--- src/rtl/reg_file_mp_if.sv ---
// Register-file access bundle: read ports, two writeback lanes, reservation, conflict flag.
// Latency: n/a (signal bundle only).
// Backpressure: none; every request is accepted in the cycle it is presented.
interface reg_file_mp_if #(
    parameter int DATA_W = 32,
    parameter int ADDR_W = 5,
    parameter int NUM_RD = 2
);
    logic [NUM_RD*ADDR_W-1:0] rd_addr;
    logic [NUM_RD*DATA_W-1:0] rd_data;
    logic [NUM_RD-1:0]        rd_busy;
    logic                     wr0_en;
    logic [ADDR_W-1:0]        wr0_addr;
    logic [DATA_W-1:0]        wr0_data;
    logic                     wr1_en;
    logic [ADDR_W-1:0]        wr1_addr;
    logic [DATA_W-1:0]        wr1_data;
    logic                     rsv_en;
    logic [ADDR_W-1:0]        rsv_addr;
    logic                     wr_conflict;

    // Issue/writeback side drives requests and observes read results.
    modport master (
        output rd_addr, wr0_en, wr0_addr, wr0_data,
               wr1_en, wr1_addr, wr1_data, rsv_en, rsv_addr,
        input  rd_data, rd_busy, wr_conflict
    );

    // Register file side.
    modport slave (
        input  rd_addr, wr0_en, wr0_addr, wr0_data,
               wr1_en, wr1_addr, wr1_data, rsv_en, rsv_addr,
        output rd_data, rd_busy, wr_conflict
    );
endinterface

--- src/rtl/reg_file_mp.sv ---
// Multi-port register file (NUM_RD reads, 2 writes) with per-register busy scoreboard.
// Latency: reads combinational (0 cycles); writes/busy visible next cycle, or same cycle with RF_BYPASS_EN.
// Backpressure: none; all reads, writes and reservations are accepted every cycle.
module reg_file_mp #(
    parameter int DATA_W    = 32,
    parameter int ADDR_W    = 5,
    parameter int NUM_RD    = 2,
    parameter int ZERO_REG0 = 1
) (
    input  logic          clk,
    input  logic          reset,
    reg_file_mp_if.slave  rf
);
    localparam int NUM_REGS = 2 ** ADDR_W;

    logic [DATA_W-1:0]        mem [NUM_REGS];
    logic [NUM_REGS-1:0]      busy;
    logic                     conflict_q;
    logic                     wr0_act;
    logic                     wr1_act;
    logic                     rsv_act;
    logic [NUM_RD*DATA_W-1:0] rd_data_c;
    logic [NUM_RD-1:0]        rd_busy_c;
    logic [ADDR_W-1:0]        ra;
    logic [DATA_W-1:0]        rdv;
    logic                     rbv;

    // Register 0 is a hardwired zero when ZERO_REG0 is set: it swallows writes and reservations.
    function automatic logic is_zero_reg(input logic [ADDR_W-1:0] a);
        return (ZERO_REG0 != 0) && (a == '0);
    endfunction

    assign wr0_act = rf.wr0_en && !is_zero_reg(rf.wr0_addr);
    assign wr1_act = rf.wr1_en && !is_zero_reg(rf.wr1_addr);
    assign rsv_act = rf.rsv_en && !is_zero_reg(rf.rsv_addr);

    // Storage update; lane 1 is applied last so it wins a same-address collision.
    always_ff @(posedge clk or posedge reset) begin
        if (reset) begin
            for (int r = 0; r < NUM_REGS; r++) begin
                mem[r] <= '0;
            end
        end else begin
            if (wr0_act) mem[rf.wr0_addr] <= rf.wr0_data;
            if (wr1_act) mem[rf.wr1_addr] <= rf.wr1_data;
        end
    end

    // Scoreboard: writebacks clear, a reservation applied last re-arms for the new producer.
    always_ff @(posedge clk or posedge reset) begin
        if (reset) begin
            busy <= '0;
        end else begin
            if (wr0_act) busy[rf.wr0_addr] <= 1'b0;
            if (wr1_act) busy[rf.wr1_addr] <= 1'b0;
            if (rsv_act) busy[rf.rsv_addr] <= 1'b1;
        end
    end

    // One-cycle flag when both lanes land on the same real register.
    always_ff @(posedge clk or posedge reset) begin
        if (reset) begin
            conflict_q <= 1'b0;
        end else begin
            conflict_q <= wr0_act && wr1_act && (rf.wr0_addr == rf.wr1_addr);
        end
    end

    // Combinational read ports with optional write-through bypass; reset forces all-zero outputs.
    always_comb begin
        rd_data_c = '0;
        rd_busy_c = '0;
        ra        = '0;
        rdv       = '0;
        rbv       = 1'b0;
        for (int i = 0; i < NUM_RD; i++) begin
            ra  = rf.rd_addr[i*ADDR_W +: ADDR_W];
            rdv = mem[ra];
            rbv = busy[ra];
`ifdef RF_BYPASS_EN
            if (wr0_act && (rf.wr0_addr == ra)) begin
                rdv = rf.wr0_data;
                rbv = 1'b0;
            end
            if (wr1_act && (rf.wr1_addr == ra)) begin
                rdv = rf.wr1_data;
                rbv = 1'b0;
            end
`endif
            if (reset || is_zero_reg(ra)) begin
                rdv = '0;
                rbv = 1'b0;
            end
            rd_data_c[i*DATA_W +: DATA_W] = rdv;
            rd_busy_c[i]                  = rbv;
        end
    end

    assign rf.rd_data     = rd_data_c;
    assign rf.rd_busy     = rd_busy_c;
    assign rf.wr_conflict = conflict_q;
endmodule

--- src/flat_wrapper.sv ---
// flat-port wrapper written by rule: the top's interface ports become plain ports
module reg_file_mp_flat 
#(
    parameter int DATA_W    = 32,
    parameter int ADDR_W    = 5,
    parameter int NUM_RD    = 2,
    parameter int ZERO_REG0 = 1
)
  (clk, reset, rf_rd_addr, rf_wr0_en, rf_wr0_addr, rf_wr0_data, rf_wr1_en, rf_wr1_addr, rf_wr1_data, rf_rsv_en, rf_rsv_addr, rf_rd_data, rf_rd_busy, rf_wr_conflict);
  reg_file_mp_if #(.DATA_W(DATA_W), .ADDR_W(ADDR_W), .NUM_RD(NUM_RD)) rf_i ();
  input  logic clk;
  input  logic reset;
  input wire logic [$bits(rf_i.rd_addr)-1:0] rf_rd_addr;
  input wire logic [$bits(rf_i.wr0_en)-1:0] rf_wr0_en;
  input wire logic [$bits(rf_i.wr0_addr)-1:0] rf_wr0_addr;
  input wire logic [$bits(rf_i.wr0_data)-1:0] rf_wr0_data;
  input wire logic [$bits(rf_i.wr1_en)-1:0] rf_wr1_en;
  input wire logic [$bits(rf_i.wr1_addr)-1:0] rf_wr1_addr;
  input wire logic [$bits(rf_i.wr1_data)-1:0] rf_wr1_data;
  input wire logic [$bits(rf_i.rsv_en)-1:0] rf_rsv_en;
  input wire logic [$bits(rf_i.rsv_addr)-1:0] rf_rsv_addr;
  output wire logic [$bits(rf_i.rd_data)-1:0] rf_rd_data;
  output wire logic [$bits(rf_i.rd_busy)-1:0] rf_rd_busy;
  output wire logic [$bits(rf_i.wr_conflict)-1:0] rf_wr_conflict;
  assign rf_i.rd_addr = rf_rd_addr;
  assign rf_i.wr0_en = rf_wr0_en;
  assign rf_i.wr0_addr = rf_wr0_addr;
  assign rf_i.wr0_data = rf_wr0_data;
  assign rf_i.wr1_en = rf_wr1_en;
  assign rf_i.wr1_addr = rf_wr1_addr;
  assign rf_i.wr1_data = rf_wr1_data;
  assign rf_i.rsv_en = rf_rsv_en;
  assign rf_i.rsv_addr = rf_rsv_addr;
  assign rf_rd_data = rf_i.rd_data;
  assign rf_rd_busy = rf_i.rd_busy;
  assign rf_wr_conflict = rf_i.wr_conflict;
  reg_file_mp #(.DATA_W(DATA_W), .ADDR_W(ADDR_W), .NUM_RD(NUM_RD), .ZERO_REG0(ZERO_REG0)) u_core (.clk(clk), .reset(reset), .rf(rf_i));
endmodule
--- config.mk ---
export PLATFORM = sky130hd
export DESIGN_NAME = reg_file_mp_flat
export DESIGN_NICKNAME = d
export VERILOG_FILES = /design/src/rtl/reg_file_mp_if.sv /design/src/rtl/reg_file_mp.sv /design/src/flat_wrapper.sv
export SDC_FILE = /design/constraint.sdc
export NUM_CORES = 2
export LEC_CHECK = 0
export CORE_AREA = 2 2 260 519
export DETAILED_ROUTE_END_ITERATION = 8
export DIE_AREA = 0 0 262 521
export GPL_ROUTABILITY_DRIVEN = 0
export PLACE_DENSITY_LB_ADDON = 0.25
export SYNTH_ARGS = -nofsm -noshare
export SYNTH_HDL_FRONTEND = slang
export SYNTH_SLANG_ARGS = --single-unit
--- constraint.sdc ---
create_clock -name clk -period 41.8 [get_ports clk]
set_clock_uncertainty 0.15 [all_clocks]
set_input_delay 4.18 -clock clk [delete_from_list [all_inputs] [get_ports clk]]
set_output_delay 4.18 -clock clk [all_outputs]
set_load 0.1 [all_outputs]
**Word level (Yosys, flattened, before mapping)**

Index checks and enable logic that the tools add are counted.

- $lt $le $gt $ge: 14
- Equal/unequal tests: 1
- Multiplexer cells: 31
- Bitwise gates (word level): 9
- Reduce and logical (&&, ||, !) cells: 20

Operators with widths:

| cell | count |
|---|---|
| 1024-bit bitwise mux | 2 |
| 1024-bit 2-to-1 mux | 2 |
| 32-bit 2-to-1 mux | 11 |
| 32-bit binary-select mux with 5-bit select | 2 |
| 32-bit demux with 5-bit select | 2 |
| 32-bit AND | 2 |
| 32-bit NOT | 2 |
| 32-bit bitwise OR | 1 |
| 5-bit by 6-bit less-than comparator with 1-bit output (second input constant) | 5 |
| 5-bit logical NOT | 5 |
| 6-bit greater-or-equal comparator (second input constant) | 4 |
| 5-bit NOT with 6-bit output | 4 |
| 1-bit demux with 5-bit select | 3 |
| 5-bit by 1-bit greater-or-equal comparator with 1-bit output (second input constant) | 3 |
| 6-bit by 1-bit less-than comparator with 1-bit output (second input constant) | 2 |
| 1-bit binary-select mux with 5-bit select | 2 |
| 1-bit logical AND | 10 |
| 1-bit 2-to-1 mux | 7 |
| 5-bit equality test | 1 |
| 1-bit logical NOT | 3 |
| 1-bit logical OR | 2 |

- Register bits after elaboration: 1057
- Input port bits: 94
- Output and inout port bits: 67
- Logic and storage cells: 109

**Logic depth before layout (Yosys ltp)**

- Depth in word-level cells: 11
- Gate-level depth with buffers: 9
- Mapped depth without buffers: 4

**Least setup slack after synthesis**

Ideal clock, no wire load.

- Path kind: input to output
- From: in rf_rd_addr[0]
- To: out rf_rd_data[11]
- Arrival: 6.458 ns
- Slack: 31.012 ns
- Stages: 7
- Buffers on the path: 4
- Cell sequence: buf_2 buf_6 buf_4 buf_2 mux4_2 nand2_1 nand4_1

- Word-level cells in the longest chain between the ends: 5

RTL lines:

| item | line | RTL |
|---|---|---|
| start, declared | flat_wrapper.sv:13 | `input wire logic [$bits(rf_i.rd_addr)-1:0] rf_rd_addr;` |
| 5-bit NOT with 6-bit output (implied by the code) | reg_file_mp.sv:78 | `rdv = mem[ra];` |
| 32-bit binary-select mux with 5-bit select | reg_file_mp.sv:78 |  |
| 32-bit 2-to-1 mux (implied by the code) (2 in series) | reg_file_mp.sv:78 |  |
| 32-bit 2-to-1 mux * | reg_file_mp.sv:90 | `if (reset \|\| is_zero_reg(ra)) begin` |
| end, declared | flat_wrapper.sv:22 | `output wire logic [$bits(rf_i.rd_data)-1:0] rf_rd_data;` |

Every way passes the cells marked *; elsewhere a longest branch is shown, timed or not. The select of a mux whose other input is x is not followed.

**Worst setup path in the final report**

- From: in rf_rd_addr[1]
- To: out rf_rd_data[6]

The elaborated chain is that of the path after synthesis.

==> out/metrics.yaml <==
status:
  status: "complete, no violations"
sta:
  setup_tns_ns: 0
  tightest_slew_ns: 1.35
  slew_violations: 0
  slew-limit-headroom_pct: 9.61
  finalCritPeriodShare_pct: 32.4
  fmax_mhz: 73.8
  rsz0062_at_grt: "false"
  fin_crit_ns: 13.55
  timing.hold.ws_ns: 0.247
  finalSetupViolations: 0
  hold_viol: 0
flow_run:
  drv_cap: 0
setup_path:
  path_buf_inv: 4
  required_ns: 37.47
  cp_max_fo: 55
  r2r_start: "u_core.mem[618]"
  arrival_ns: 9.22
  critical-path-top-delay-family: "buffers and inverters"
  max_stage_delay_ns: 1.11
  cpMostUsedCell: "buf_4"
  cp-end-kind: "output pin"
  crit_chain: "buf_8, buf_4, buf_4, mux4_2, a22o_1, a31oi_1, nand4_1, clkdlybuf4s50_1"
  startpoint_type: "input port"
  setup.worst_path.class: "in2out"
  crit_start: "rf_rd_addr[1]"
  crit_slowest_cell: "clkdlybuf4s50_1"
place:
  port_buffers: 160
  dp_hpwl_um: 153000
  placed_area_um2: 67800
drt:
  vias: 56600
  dr.pass1.iters: 8
  wl_per_cell_um: 35.1
  drc: 0
  drtAntennaViolNets: 0
  routed_wl_um: 282000
  via_per_inst: 7.05
  initialDrtViolationCount: 8665
power_and_ir_drop:
  p_leak_nw: 30.8
  power_density_nw_per_um2: 47.5
  ir_drop_v: 0.0000308
clock_network:
  clock_sinks: 1057
  cts_setup_buffers: 0
  cts_buffers: 99
  h-tree-depth: 3
  cts_tree: "done"
  clkTransAtPathRegs_ns: 0.07
  cts_hold_buffers: 0
  clock_latency_ns: 0.74
  cts_buffer_depth: 3
  cts-root-buf: "clkbuf_16"
  cts_resized: 0
final_layout:
  nets: 6314
  regArea_um2: 26500
  multiInputGateArea_um2: 36500
  area_growth_pct: 8.06
  layout-drive-gt1-share_pct: 13.6
  post-route-cell-area_um2: 71300
  nFillCells: 11600
hold_path:
  hold_class: "reg2reg"
  hp-start: "u_core.mem[1013]"
yosys:
  synth_seq_area_share_pct: 40.1
  synth_area_um2: 66000
  ys_types: 61
  postSynth.asyncResetShare_pct: 100
  yosys_warnings: 0
  synth-edff-count: 0
  ys_ff_latch: 1057
  synthFlopType: "dfrtp_1"
  synthCells: 6617
  syn_area_per_cell_um2: 9.97
  synth_fp_nets: 6711
floorplanning:
  num_io_pins: 161
  die_h_um: 521
  initial_core_util_pct: 49.8
  fp.dieW_um: 262
  rows: 189
  core_area_um2: 132000
  die-area_um2: 137000
global_route:
  grt_max_degree: 169
  antenna_found_initial: 18
  grt_util_all_layers_pct: 41.1
  grt-ovfl-total: 0
  grt_pass1_wl_um: 400000
  grt_pass1_vias: 55200
## area by class of cell
type                    instances  area share [%]
multi-input cells            4763            51.2
clock inverters                38           0.744
inverters                      10          0.0632
repair buffers                289            3.72
diodes                         15          0.0527
clock buffers                 144            4.08
flip-flops and latches       1057            37.1
well taps                    1719            3.02
## layout by cell type, fill, tap and decap left out, drive strengths merged, types with 143 or more instances in the layout
master         count
clkdlybuf4s50    154
dfrtp           1057
clkbuf           144
mux4             258
mux2             202
o21ai            557
nor2             549
mux2i           1264
a22oi            143
a21oi            555
nand2            626
## cells by family (layout without fill, tap and decap cells)
logic type / count (synthesis) / after routing / share of synthesized area, %
buf+inv: 797 / 481 / 5.35
flops: 1057 / 1057 / 40.1
mux: 1724 / 1724 / 31.4
xor+xnor: 4 / 4 / 0.0531
compound gates: 1491 / 1491 / 12.8
other cells: 0 / 15 / 0
simple gates: 1544 / 1544 / 10.3
## sequential cells by signal, indices dropped and copies added, names as in the netlist
signal                 flops
u_core.mem              1024
u_core.busy               32
u_core.rf.wr_conflict      1
## final timing paths
check,to,slack (ns),depth (start not counted)
max,rf_rd_data[6],28.25,8
min,u_core.mem[1013],0.25,0
max reg2reg,u_core.mem[618],40.76,2
min reg2reg,u_core.mem[1013],0.25,0
max in group asynchronous,u_core.mem[170],33.12,7
min in group asynchronous,u_core.mem[64],4.09,3
## through the flow
stage	utilization, %	cells	setup WS (ns)	total power (W)
final	53.8	8035	28.25	0.00339
after global routing	53.8	8021	28.22	0.00351
after CTS	53.8	8020	28.62	0.00336
after detailed placement	51.2	7838	28.63	0.00238
after global placement	51.2	7838	28.70	0.00234
after floorplan	-	6617	7.44	0.00212
## metal layers
metal / up-vias / GRT usage [%] / share of wire, %
li1: 23000 / - / -
met1: 27800 / 48.9 / 34
met2: 4377 / 60.8 / 44
met3: 1426 / 12.3 / 12
met4: 16 / 34.2 / 10
met5: - / 0 / 0.039
## cells in the mapped netlist, types with 10 or more instances
cell type | n | area share [%]
a211oi_1 | 66 | 0.75
a21oi_1 | 555 | 4.2
a22o_1 | 27 | 0.36
a22oi_1 | 143 | 1.6
a31oi_1 | 23 | 0.22
a32o_1 | 13 | 0.20
and2_1 | 12 | 0.11
buf_1 | 46 | 0.26
buf_2 | 183 | 1.4
buf_4 | 67 | 0.76
clkbuf_1 | 483 | 2.7
dfrtp_1 | 1057 | 40
inv_1 | 10 | 0.057
mux2_2 | 202 | 3.4
mux2i_1 | 1264 | 19
mux4_2 | 258 | 8.8
nand2_1 | 622 | 3.5
nand2b_1 | 13 | 0.12
nand3_1 | 104 | 0.79
nand4_1 | 66 | 0.63
nor2_1 | 534 | 3.0
nor2_2 | 15 | 0.14
nor2b_1 | 79 | 0.75
nor3_1 | 13 | 0.099
o21ai_0 | 517 | 3.9
o21ai_1 | 40 | 0.30
o22ai_1 | 68 | 0.65
o31a_1 | 33 | 0.44
or3_1 | 32 | 0.30
## where the power goes
part / switching [W] / internal [W]
logic: 0.000470 / 0.000411
registers: 0.000221 / 0.00129
clock network: 0.000447 / 0.000552
## worst register-to-register path, delay by kind of cell (launching register included)
family / cells / cell delay [ns]
flops: 1 / 0.40
compound gates: 1 / 0.15
mux: 1 / 0.16
No activity file was read; power rests on OpenSTA's default activity.
